[config.mk]
export PLATFORM = sky130hd
export DESIGN_NAME = alu_sign_extend
export DESIGN_NICKNAME = d
export VERILOG_FILES = /design/src/rtl/alu_sign_extend_pkg.sv /design/src/rtl/alu_sign_extend_sign_extend.sv /design/src/rtl/alu_sign_extend.sv
export SDC_FILE = /design/constraint.sdc
export NUM_CORES = 1
export LEC_CHECK = 0
export ABC_AREA = 1
export CAP_MARGIN = 20
export CORE_ASPECT_RATIO = 1.5
export CORE_MARGIN = 10
export CORE_UTILIZATION = 40
export DETAILED_ROUTE_END_ITERATION = 6
export HOLD_SLACK_MARGIN = 0.15
export PLACE_DENSITY = 0.71
export SETUP_SLACK_MARGIN = 0.3
export SYNTH_ARGS = -nofsm -noshare
export SYNTH_HDL_FRONTEND = slang
export SYNTH_SLANG_ARGS = --single-unit
[constraint.sdc]
create_clock -name clk -period 4.7 [get_ports clk]
set_input_delay 0.705 -clock clk [delete_from_list [all_inputs] [get_ports clk]]
set_output_delay 0.705 -clock clk [all_outputs]
set_load 0.05 [all_outputs]
[src/rtl/alu_sign_extend_pkg.sv]
// Shared definitions for the rv32i execute-stage slice: data width,
// ALU operation codes and immediate format codes.
package alu_sign_extend_pkg;

    localparam int unsigned INSTR_WIDTH = 32;

    typedef enum logic [3:0] {
        ALU_ADD  = 4'b0000,
        ALU_SUB  = 4'b0001,
        ALU_AND  = 4'b0010,
        ALU_OR   = 4'b0011,
        ALU_XOR  = 4'b0100,
        ALU_SLL  = 4'b0101,
        ALU_SRL  = 4'b0110,
        ALU_SRA  = 4'b0111,
        ALU_SLT  = 4'b1000,
        ALU_SLTU = 4'b1001,
        ALU_NOP  = 4'b1111
    } alu_op_e;

    typedef enum logic [2:0] {
        IMM_I = 3'b000,
        IMM_S = 3'b001,
        IMM_B = 3'b010,
        IMM_U = 3'b011,
        IMM_J = 3'b100
    } imm_fmt_e;

endpackage

[src/rtl/alu_sign_extend_sign_extend.sv]
// Combinational immediate decoder. src carries instruction bits [31:7],
// so src[24] is the instruction sign bit. Unused formats yield zero.
module sign_extend
    import alu_sign_extend_pkg::*;
(
    input  logic [24:0]            src,
    input  logic [2:0]             imm_src,
    output logic [INSTR_WIDTH-1:0] imm_signed
);

    // Reassemble the immediate for the selected format and sign-extend it.
    always_comb begin
        imm_signed = '0;
        case (imm_src)
            IMM_I: imm_signed = {{20{src[24]}}, src[24:13]};
            IMM_S: imm_signed = {{20{src[24]}}, src[24:18], src[4:0]};
            IMM_B: imm_signed = {{19{src[24]}}, src[24], src[0], src[23:18], src[4:1], 1'b0};
            IMM_U: imm_signed = {src[24:5], 12'b0};
            IMM_J: imm_signed = {{11{src[24]}}, src[24], src[12:5], src[13], src[23:14], 1'b0};
            default: imm_signed = '0;
        endcase
    end

endmodule

[src/rtl/alu_sign_extend.sv]
// Execute-stage slice: immediate decode, operand B select, ALU and the
// registered result/zero pair. Defining RV32I_ALU_SHIFT_CMP_EN enables
// SLL/SRL/SRA/SLT/SLTU; otherwise those codes produce zero like NOP.
module alu_sign_extend
    import alu_sign_extend_pkg::*;
(
    input  logic                   clk,
    input  logic                   rst,
    input  logic [3:0]             alu_ctrl,
    input  logic                   alu_src,
    input  logic [INSTR_WIDTH-1:0] src1,
    input  logic [INSTR_WIDTH-1:0] src2,
    input  logic [24:0]            src,
    input  logic [2:0]             imm_src,
    output logic [INSTR_WIDTH-1:0] imm_signed,
    output logic [INSTR_WIDTH-1:0] results,
    output logic                   zero
);

    logic [INSTR_WIDTH-1:0] operand_b;
    logic [INSTR_WIDTH-1:0] next_result;

    sign_extend u_sign_extend (
        .src        (src),
        .imm_src    (imm_src),
        .imm_signed (imm_signed)
    );

    // Operand B comes from the decoded immediate or the register file.
    always_comb begin
        operand_b = alu_src ? imm_signed : src2;
    end

    // ALU operation; all arithmetic wraps modulo 2^32.
    always_comb begin
        next_result = '0;
        case (alu_ctrl)
            ALU_ADD:  next_result = src1 + operand_b;
            ALU_SUB:  next_result = src1 - operand_b;
            ALU_AND:  next_result = src1 & operand_b;
            ALU_OR:   next_result = src1 | operand_b;
            ALU_XOR:  next_result = src1 ^ operand_b;
`ifdef RV32I_ALU_SHIFT_CMP_EN
            ALU_SLL:  next_result = src1 << operand_b[4:0];
            ALU_SRL:  next_result = src1 >> operand_b[4:0];
            ALU_SRA:  next_result = $unsigned($signed(src1) >>> operand_b[4:0]);
            ALU_SLT:  next_result = ($signed(src1) < $signed(operand_b)) ? 32'd1 : '0;
            ALU_SLTU: next_result = (src1 < operand_b) ? 32'd1 : '0;
`endif
            default:  next_result = '0;
        endcase
    end

    // Register result and zero flag together; reset forces 0 / 1.
    always_ff @(posedge clk) begin
        if (rst) begin
            results <= '0;
            zero    <= 1'b1;
        end else begin
            results <= next_result;
            zero    <= (next_result == '0);
        end
    end

endmodule

== After elaboration in Yosys (flattened, before gate mapping) ==
Cells that the tools add are included.

* Register bits after elaboration: 33
* Input bits: 99
* Output and inout bits: 65
* Word-level logic and storage cells: 21

* Add/sub/neg operators: 2
* Equal/unequal tests: 8
* Mux-type cells: 3
* Bitwise gates (word level): 3
* Reductions and logical operators: 3

{| class="wikitable"
|+ Operator list
! operator !! number
|-
| $pmux 32 s5 || 2
|-
| $add 32x32->32 || 1
|-
| $and 32x32->32 || 1
|-
| $logic_not 32->1 || 1
|-
| $mux 32 || 1
|-
| $or 32x32->32 || 1
|-
| $sub 32x32->32 || 1
|-
| $xor 32x32->32 || 1
|-
| $eq 4x2->1 const B || 2
|-
| $eq 3x2->1 const B || 2
|-
| $eq 4x1->1 const B || 1
|-
| $eq 4x3->1 const B || 1
|-
| $logic_not 4->1 || 1
|-
| $eq 3x1->1 const B || 1
|-
| $eq 3x3->1 const B || 1
|-
| $logic_not 3->1 || 1
|}

== Depth between registers and ports, before layout ==
Gate-level depths: netlist of the first run.

* Depth in word-level cells: 6
* Depth in mapped cells: 35
* Gate-level depth less buffers: 34

== Hierarchy ==
A second synthesis of the first run with hierarchy kept.

* Cell total of the unflattened synthesis: 1251
* Area total of the unflattened synthesis: 7254.5 um2

{| class="wikitable"
|+ By module, submodules not included
! module !! instances !! cells each !! area an instance (um2) !! sequential area each (um2)
|-
| alu_sign_extend || 1 || 1149 || 6660.1 || 660.6
|-
| sign_extend || 1 || 102 || 594.3 || 0.0
|}

== Least setup slack after synthesis of the first run ==
OpenSTA, ideal clock, no wires.

* Path type: input-to-reg
* Start: input port imm_src[1]
* End: register zero
* Setup time: 0.058 ns
* Arrival time: 4.103 ns
* Data required time: 4.642 ns
* Setup slack: 0.538 ns
* Stages on the path: 26
* Path buffers: 2
* Path through: buf_4 > nand2_4 > buf_6 > nor2_4 > nand2_1 > nand3_1 > nand2_1 > nand2_1 > nor2_2 > nand2_2 > o31ai_4 > nand2_1 > xor2_1 > ha_1 > nand2_1 > nor4_1 > nand3_1 > nand2_1 > nand2_1 > nand3_1 > nand2_1 > nor2_1 > nand2_1 > nor2_1 > nand4_1 > nand2_1

* Word-level cells in the longest chain between the ends: 6
* Elaborated cells on any way between the ends: 14
* Those cells by class: 2 x add/sub; 4 x eq/ne; 3 x mux; 3 x bitwise; 2 x reduce/logical

{| class="wikitable"
|+ Ends and longest elaborated chain
! element !! RTL line !! text
|-
| start: declaration || alu_sign_extend.sv:14 || <nowiki>input logic [2:0] imm_src,</nowiki>
|-
| $eq 3x3->1, or another cell as far along || alu_sign_extend_sign_extend.sv:14 || <nowiki>case (imm_src)</nowiki>
|-
| $pmux 32 s5 * || alu_sign_extend_sign_extend.sv:14 ||
|-
| named net imm_signed[21] || alu_sign_extend.sv:15 || <nowiki>output logic [INSTR_WIDTH-1:0] imm_signed,</nowiki>
|-
| $mux 32 * || alu_sign_extend.sv:31 || <nowiki>operand_b = alu_src ? imm_signed : src2;</nowiki>
|-
| $sub 32x32->32, or another cell as far along || alu_sign_extend.sv:39 || <nowiki>ALU_SUB: next_result = src1 - operand_b;</nowiki>
|-
| $pmux 32 s5 * || alu_sign_extend.sv:37 || <nowiki>case (alu_ctrl)</nowiki>
|-
| $logic_not 32->1 * || alu_sign_extend.sv:61 || <nowiki>zero <= (next_result == '0);</nowiki>
|-
| end signal: assignment || alu_sign_extend.sv:61 ||
|-
| end: declaration || alu_sign_extend.sv:17 || <nowiki>output logic zero</nowiki>
|}

Mark *: on every way through the listed nets, which the timed path passes. The rest lies on a longest branch.
A chain may end at the register's enable or synchronous reset.

== Worst setup path in the final report of the first run ==
* Start: input port src2[1]
* End: register zero

* Word-level cells in the longest chain between the ends: 4
* Elaborated cells on any way between the ends: 8
* Those cells by class: 2 x add/sub; 2 x mux; 3 x bitwise; 1 x reduce/logical

{| class="wikitable"
|+ Ends and longest elaborated chain
! element !! RTL line !! text
|-
| start: declaration || alu_sign_extend.sv:12 || <nowiki>input logic [INSTR_WIDTH-1:0] src2,</nowiki>
|-
| $mux 32 * || alu_sign_extend.sv:31 ||
|-
| $sub 32x32->32, or another cell as far along || alu_sign_extend.sv:39 ||
|-
| $pmux 32 s5 * || alu_sign_extend.sv:37 ||
|-
| $logic_not 32->1 * || alu_sign_extend.sv:61 ||
|}

Every way passes the cells marked *; elsewhere a longest branch is shown, timed or not.

==> qor.log, run 1 <==
qor: status.status finished clean
qor: layout.layout-area-overhead-vs-synth 57.0%
qor: yosys.ys_seq_area_frac 0.0974
qor: layout.final_cell_mix sky130_fd_sc_hd__nand2_1, sky130_fd_sc_hd__buf_4, sky130_fd_sc_hd__inv_1
qor: clock_network.ctsLongestPathBuffers 2
qor: critical_path.timing.critical_path.arrival 4.45 ns
qor: grt.global_route.overflow_total 0
qor: critical_path.setup.worst_path.class input port to register
qor: yosys.synth.cell_area 6780 µm²
qor: sta.hold_viol_final 0
qor: critical_path.crit_fanout 3
qor: sta.maxSlewHeadroom 0.320
qor: route.dr_total_vias 8,863
qor: layout.most_common_cell_after_layout_fill_and_taps_aside sky130_fd_sc_hd__nand2_1
qor: pwr.power.total 0.00216 W
qor: floorplanning.number_of_top_level_pins 164
qor: floorplanning.rows 58
qor: pwr.power_leakage 5.74 nW
qor: yosys.synth_top_cells_by_area sky130_fd_sc_hd__nand2_1, sky130_fd_sc_hd__ha_1, sky130_fd_sc_hd__inv_1
qor: yosys.synth_top_cell_by_area sky130_fd_sc_hd__nand2_1
qor: yosys.synth_top_area_frac 0.192
qor: yosys.synthesis.instances 1,175
qor: clock_network.tritoncts built
qor: sta.report.final.slew_viol_count 0
qor: clock_network.cts.sinks 33
qor: yosys.mappedNetlistNets 1,372
qor: grt.grt_max_degree 34
qor: sta.maxClockFrequency 233 MHz
qor: clock_network.ctsHtreeMaxLevel 2
qor: clock_network.cts-buffers-inserted 5
qor: sta.finalCriticalPeriod 4.29 ns
qor: grt.grt_pass1_vias 8,733
qor: sta.rsz0062_at_grt yes
qor: place.hpwl 24,200 µm
qor: grt.grt_antenna_before_repair 3
qor: critical_path.startpoint_type_of_the_worst_setup_path input port
qor: route.drt-vias-per-instance 5.15
qor: yosys.yosys.cell_types.count 41
qor: yosys.yosys_reg_bits 33
qor: critical_path.worst-endpoint-required 4.86 ns
qor: grt.grt_pass1_wl 44,000 µm
qor: route.detailedRoute.firstPassIterationCount 5
qor: job.timing.max_cap.violations 0
qor: yosys.flip_flop_cell_with_the_highest_count_after_synthesis sky130_fd_sc_hd__dfxtp_1
qor: route.wirelength 29,100 µm
qor: floorplanning.chipHeight 180 µm
qor: route.drc 0
qor: layout.finalNetCount 1,704
qor: layout.final_layout_size_suffix_gt1_frac 0.238
qor: route.dr.first_iter.drc_count 607
qor: sta.final.hold.worst_slack 1.24 ns
qor: grt.global_route.usage.total 0.237
qor: sta.timing.final.crit_share 0.913
qor: floorplanning.floorplan.die_area 22,700 µm²
qor: yosys.post_synth.cell_area_avg 5.77 µm²
qor: floorplanning.core_region_area 16,700 µm²
qor: yosys.synth_edf_count 0
qor: pwr.ir_drop 0.196 mV
qor: clock_network.clkTransAtPathRegs 0.06 ns
qor: place.globalplace.congestion 1.03
qor: floorplanning.die_width 126 µm
qor: yosys.synthArstFlopShare 0
qor: critical_path.critPathCaptureType register
qor: clock_network.cts_hold_repair.buffers 0
qor: floorplanning.initial_core_util 0.406
qor: clock_network.cts.root.buffer_cell sky130_fd_sc_hd__clkbuf_16
qor: pwr.power_density 203 nW/µm²
qor: sta.worst_pin_slew 1.02 ns
qor: yosys.synth_warnings 0
qor: route.route.detailed.wl_per_inst 16.9 µm
qor: route.ant_nets 0
qor: place.port_buffers 163
qor: sta.setup_viol_count_final 0
qor: layout.finalCoreUtilization 0.638
qor: hold_path.worstHoldPathType input port to register
sequential cells by signal, indices dropped and copies added, names as in the netlist:
| register | count |
|---|---|
| results | 32 |
| zero | 1 |
worst paths after layout:
kind / endpoint / depth (start not counted) / start
hold / removal: results[2] / 3 / rst
setup / recovery: zero / 25 / src2[1]
metrics by stage:
step | worst slack, ns | instance area (µm²) | cells | setup TNS, ns
floorplan | 0.538 | 6780 | 1175 | 0
global placement | -0.263 | 9850 | 1690 | -0.410
detailed placement | -0.308 | 9850 | 1690 | -0.701
CTS | 0.314 | 10300 | 1709 | 0
global route | 0.203 | 10700 | 1721 | 0
finish | 0.410 | 10700 | 1721 | 0
cell families after synthesis:
logic type | count (synthesis) | share of synthesized area
flip-flops | 33 | 0.0974
AND/OR/NAND/NOR | 667 | 0.437
AO/OA/AOI/OAI | 132 | 0.118
XOR/XNOR | 29 | 0.0374
buffers and inverters | 216 | 0.128
adder cells (fa/ha/maj) | 98 | 0.182
where the power goes:
part           internal (W)  switching (W)  total [W]
clock network      0.000265       0.000128   0.000393
registers          0.000297     0.00000463   0.000301
logic              0.000606       0.000859    0.00147
timing repair:
action,in CTS,in global routing
setup buffers,11,9
endpoints found under the setup margin,9,12
resized for setup,69,80
pin swaps,46,59
synthesized netlist by cell type, drive strengths merged (8+ instances only):
cell type / number
nand2: 372
inv: 184
nor2: 139
nand3: 109
ha: 97
a21oi: 63
dfxtp: 33
o21ai: 33
xor2: 29
a221oi: 21
buf: 20
nand4: 20
clkbuf: 12
nor3: 9
nand3b: 8
or2: 8
final cells by class:
cell class                      count  area (µm²)
Antenna cell                        3        7.51
Clock buffer                        7         143
Clock inverter                      1        30.0
Fill cell                        1570        6040
Inverter                          184         693
Multi-Input combinational cell    926        5700
Sequential cell                    33         661
Tap cell                          210         263
Timing Repair Buffer              357        3160
layer usage:
layer | GRT usage | up-vias | part of all wire
met5 | 0 | - | 0
met4 | 0.124 | 0 | 0.058
met3 | 0.0336 | 81 | 0.043
met2 | 0.460 | 323 | 0.55
met1 | 0.233 | 4028 | 0.35
li1 | - | 4431 | -
worst max-delay path, stage by stage:
cell                              delay (ns)
sky130_fd_sc_hd__clkdlybuf4s50_1        0.44
sky130_fd_sc_hd__or2_2                  0.31
sky130_fd_sc_hd__nand2_4                0.09
sky130_fd_sc_hd__ha_4                   0.14
sky130_fd_sc_hd__nand2_2                0.06
sky130_fd_sc_hd__nor2_4                 0.11
sky130_fd_sc_hd__nand2_2                0.08
sky130_fd_sc_hd__nor2_4                 0.12
sky130_fd_sc_hd__nand2_2                0.08
sky130_fd_sc_hd__nand2_1                0.09
sky130_fd_sc_hd__o21ai_0                0.14
sky130_fd_sc_hd__xor2_1                 0.19
sky130_fd_sc_hd__ha_1                   0.34
sky130_fd_sc_hd__buf_4                  0.16
sky130_fd_sc_hd__a21oi_1                0.17
sky130_fd_sc_hd__o21a_1                 0.22
sky130_fd_sc_hd__nor2_1                 0.06
sky130_fd_sc_hd__nor2_1                 0.15
sky130_fd_sc_hd__nand2_1                0.11
sky130_fd_sc_hd__a31oi_2                0.19
sky130_fd_sc_hd__inv_1                  0.07
sky130_fd_sc_hd__nand2_1                0.09
sky130_fd_sc_hd__nand3_2                0.11
sky130_fd_sc_hd__nand4_1                0.14
sky130_fd_sc_hd__nand2_1                0.07
No activity file was read; power rests on OpenSTA's default activity.
==> run 2, diff against run 1 <==
==> constraint.sdc (replaced) <==
create_clock -name clk -period 4.7 [get_ports clk]
set_input_delay 1.175 -clock clk [delete_from_list [all_inputs] [get_ports clk]]
set_output_delay 1.175 -clock clk [all_outputs]
set_load 0.05 [all_outputs]
==> qor.log, run 2 (synthesis gave the netlist of run 1 again) <==
qor: status.status finished with violations
qor: status.failed_checks design-rule violations
qor: sta.layout_setup_ws 0.0712 ns [-0.339 ns]
qor: sta.finalSetupTns 0 ns [unchanged]
qor: critical_path.setup.worst_path.class input port to register
qor: pwr.power.total 0.00244 W [+13%]
qor: sta.maxClockFrequency 216 MHz [-7.3%]
qor: layout.final_layout_size_suffix_gt1_frac 0.352 [+0.114]
qor: critical_path.startpoint imm_src[0]
qor: sta.finalCriticalPeriod 4.63 ns [+0.339 ns]
qor: grt.grt_antenna_before_repair 1 [-2]
qor: layout.flip_flop_count_of_the_largest_register_all_copies_and_words_added 32 [unchanged]
qor: pwr.power_density 203 nW/µm² [about the same]
qor: route.detailedRoute.firstPassIterationCount 7 [+2]
qor: floorplanning.initial_core_util 0.406 [unchanged]
qor: critical_path.crit_path_top_delay_cell sky130_fd_sc_hd__ha_1
qor: critical_path.startpoint_type_of_the_worst_setup_path input port
qor: clock_network.cts-buffers-inserted 5 [unchanged]
qor: floorplanning.die_width 126 µm [unchanged]
qor: place.port_buffers 163 [unchanged]
qor: clock_network.cts.sinks 33 [unchanged]
qor: grt.grt_pass1_wl 46,800 µm [+6.2%]
qor: floorplanning.floorplan.die_area 22,700 µm² [unchanged]
qor: clock_network.tritoncts built
qor: floorplanning.chipHeight 180 µm [unchanged]
qor: floorplanning.core_region_area 16,700 µm² [unchanged]
qor: pwr.ir_drop 0.177 mV [-10%]
qor: sta.worst_pin_slew 1.07 ns [+0.0502 ns]
qor: grt.global_route.usage.total 0.251 [+0.0141]
qor: sta.report.final.slew_viol_count 0 [unchanged]
qor: route.dr.first_iter.drc_count 537 [-12%]
qor: clock_network.ctsLongestPathBuffers 2 [unchanged]
qor: layout.total_area_of_multi_input_combinational_cells 6170 µm² [+8.3%]
qor: floorplanning.number_of_top_level_pins 164 [unchanged]
qor: layout.finalNetCount 1,808 [+6.1%]
qor: place.post-place-ws -0.806 ns [-0.498 ns]
qor: route.dr_total_vias 9,492 [+7.1%]
qor: sta.hold_viol_final 0 [unchanged]
qor: clock_network.clkTransAtPathRegs 0.05 ns [about the same]
qor: sta.setup_viol_count_final 0 [unchanged]
qor: critical_path.crit_fanout 6 [+3]
qor: layout.max_flop_register results
qor: grt.grt_pass1_vias 9,242 [+5.8%]
qor: place.globalplace.congestion 0.985 [-4.7%]
qor: pwr.power_leakage 6.41 nW [+12%]
qor: layout.fill_cells 1,344 [-14%]
qor: layout.most_common_cell_after_layout_fill_and_taps_aside sky130_fd_sc_hd__nand2_1
qor: route.drt-vias-per-instance 5.21 [+1.1%]
qor: critical_path.slowest_delay 0.34 ns [-0.10 ns]
qor: route.drc 1 [+1]
qor: sta.timing.final.crit_share 0.985 [+0.0722]
qor: clock_network.ctsHtreeMaxLevel 2 [unchanged]
qor: critical_path.worst-endpoint-required 4.93 ns [+0.07 ns]
qor: sta.rsz0062_at_grt yes
qor: place.hpwl 25,200 µm [+4.0%]
qor: layout.layout-area-overhead-vs-synth 77.5%
qor: sta.maxSlewHeadroom 0.287 [-0.0335]
qor: layout.final_cell_mix sky130_fd_sc_hd__nand2_1, sky130_fd_sc_hd__buf_4, sky130_fd_sc_hd__inv_1
qor: route.ant_nets 0 [unchanged]
qor: layout.reg_top3 results x32, zero x1
qor: hold_path.worstHoldPathType input port to register
qor: critical_path.timing.critical_path.mode_cell sky130_fd_sc_hd__nand2_1
qor: critical_path.timing.critical_path.arrival 4.86 ns [+0.41 ns]
qor: layout.area.sequential 661 µm² [unchanged]
qor: critical_path.crit_path_to zero
qor: route.route.detailed.wl_per_inst 17.2 µm [+2.0%]
qor: grt.global_route.overflow_total 0 [unchanged]
qor: job.timing.max_cap.violations 0 [unchanged]
qor: sta.final.hold.worst_slack 1.80 ns [+0.561 ns]
qor: floorplanning.rows 58 [unchanged]
qor: grt.grt_max_degree 33 [-2.9%]
qor: critical_path.critPathCaptureType register
qor: route.wirelength 31,400 µm [+8.1%]
qor: clock_network.cts.root.buffer_cell sky130_fd_sc_hd__clkbuf_16
qor: layout.finalCoreUtilization 0.721 [+0.0832]
[run 2: where the power goes]
part | total (W) | internal [W] | switching, W | leakage (nW)
clock | 0.000398 | 0.000265 | 0.000133 | 0.0841
sequential | 0.000302 | 0.000297 | 0.00000493 | 0.269
combinational | 0.00174 | 0.000778 | 0.000963 | 6.06
total | 0.00244 | 0.00134 | 0.00110 | 6.41
[run 2: worst min-delay path by stage]
stage | cells after the start | end | slack (ns) | startpoint
after floorplan | 2 | results[4] | 1.44 | rst
after detailed placement | 6 | results[0] | 2.09 | src1[0]
after global placement | 6 | results[0] | 2.08 | src1[0]
final | 6 | results[0] | 1.80 | src1[0]
after CTS | 6 | results[0] | 1.82 | src1[0]
after global routing | 6 | results[0] | 1.89 | src1[0]
[run 2: final cells by class]
class | count | area share
inverters | 184 | 0.0578
clock buffers | 7 | 0.0118
clock inverters | 1 | 0.00249
repair buffers | 461 | 0.339
flip-flops and latches | 33 | 0.0549
multi-input cells | 926 | 0.512
diodes | 1 | 0.000208
well taps | 210 | 0.0218
[run 2: stage by stage]
stage	instance area, µm²	std cells
finish	12000	1823
global route	12000	1823
CTS	11400	1806
detailed placement	10700	1772
global placement	10700	1772
floorplan	6820	1175
[run 2: routing by layer]
metal	wire length, µm	track usage	up-vias
met5	0	0	-
met1	10800	0.247	4322
met4	2320	0.159	0
met2	16800	0.479	413
li1	-	-	4630
met3	1560	0.0300	127
[run 2: critical path: cells and delay by family]
kind	cells	cell delay, ns
AOI/OAI and AO/OA	2	0.34
xor gates and xnor gates	1	0.23
adders and majority gates	2	0.49
buffers and inverters	5	0.58
and+or+nand+nor	21	2.03
[run 2: what timing repair did]
action,CTS,global route
pin swaps,64,63
resized for setup,123,124
buffers inserted,26,16
hold buffers,0,0
endpoints found under the setup margin,21,20
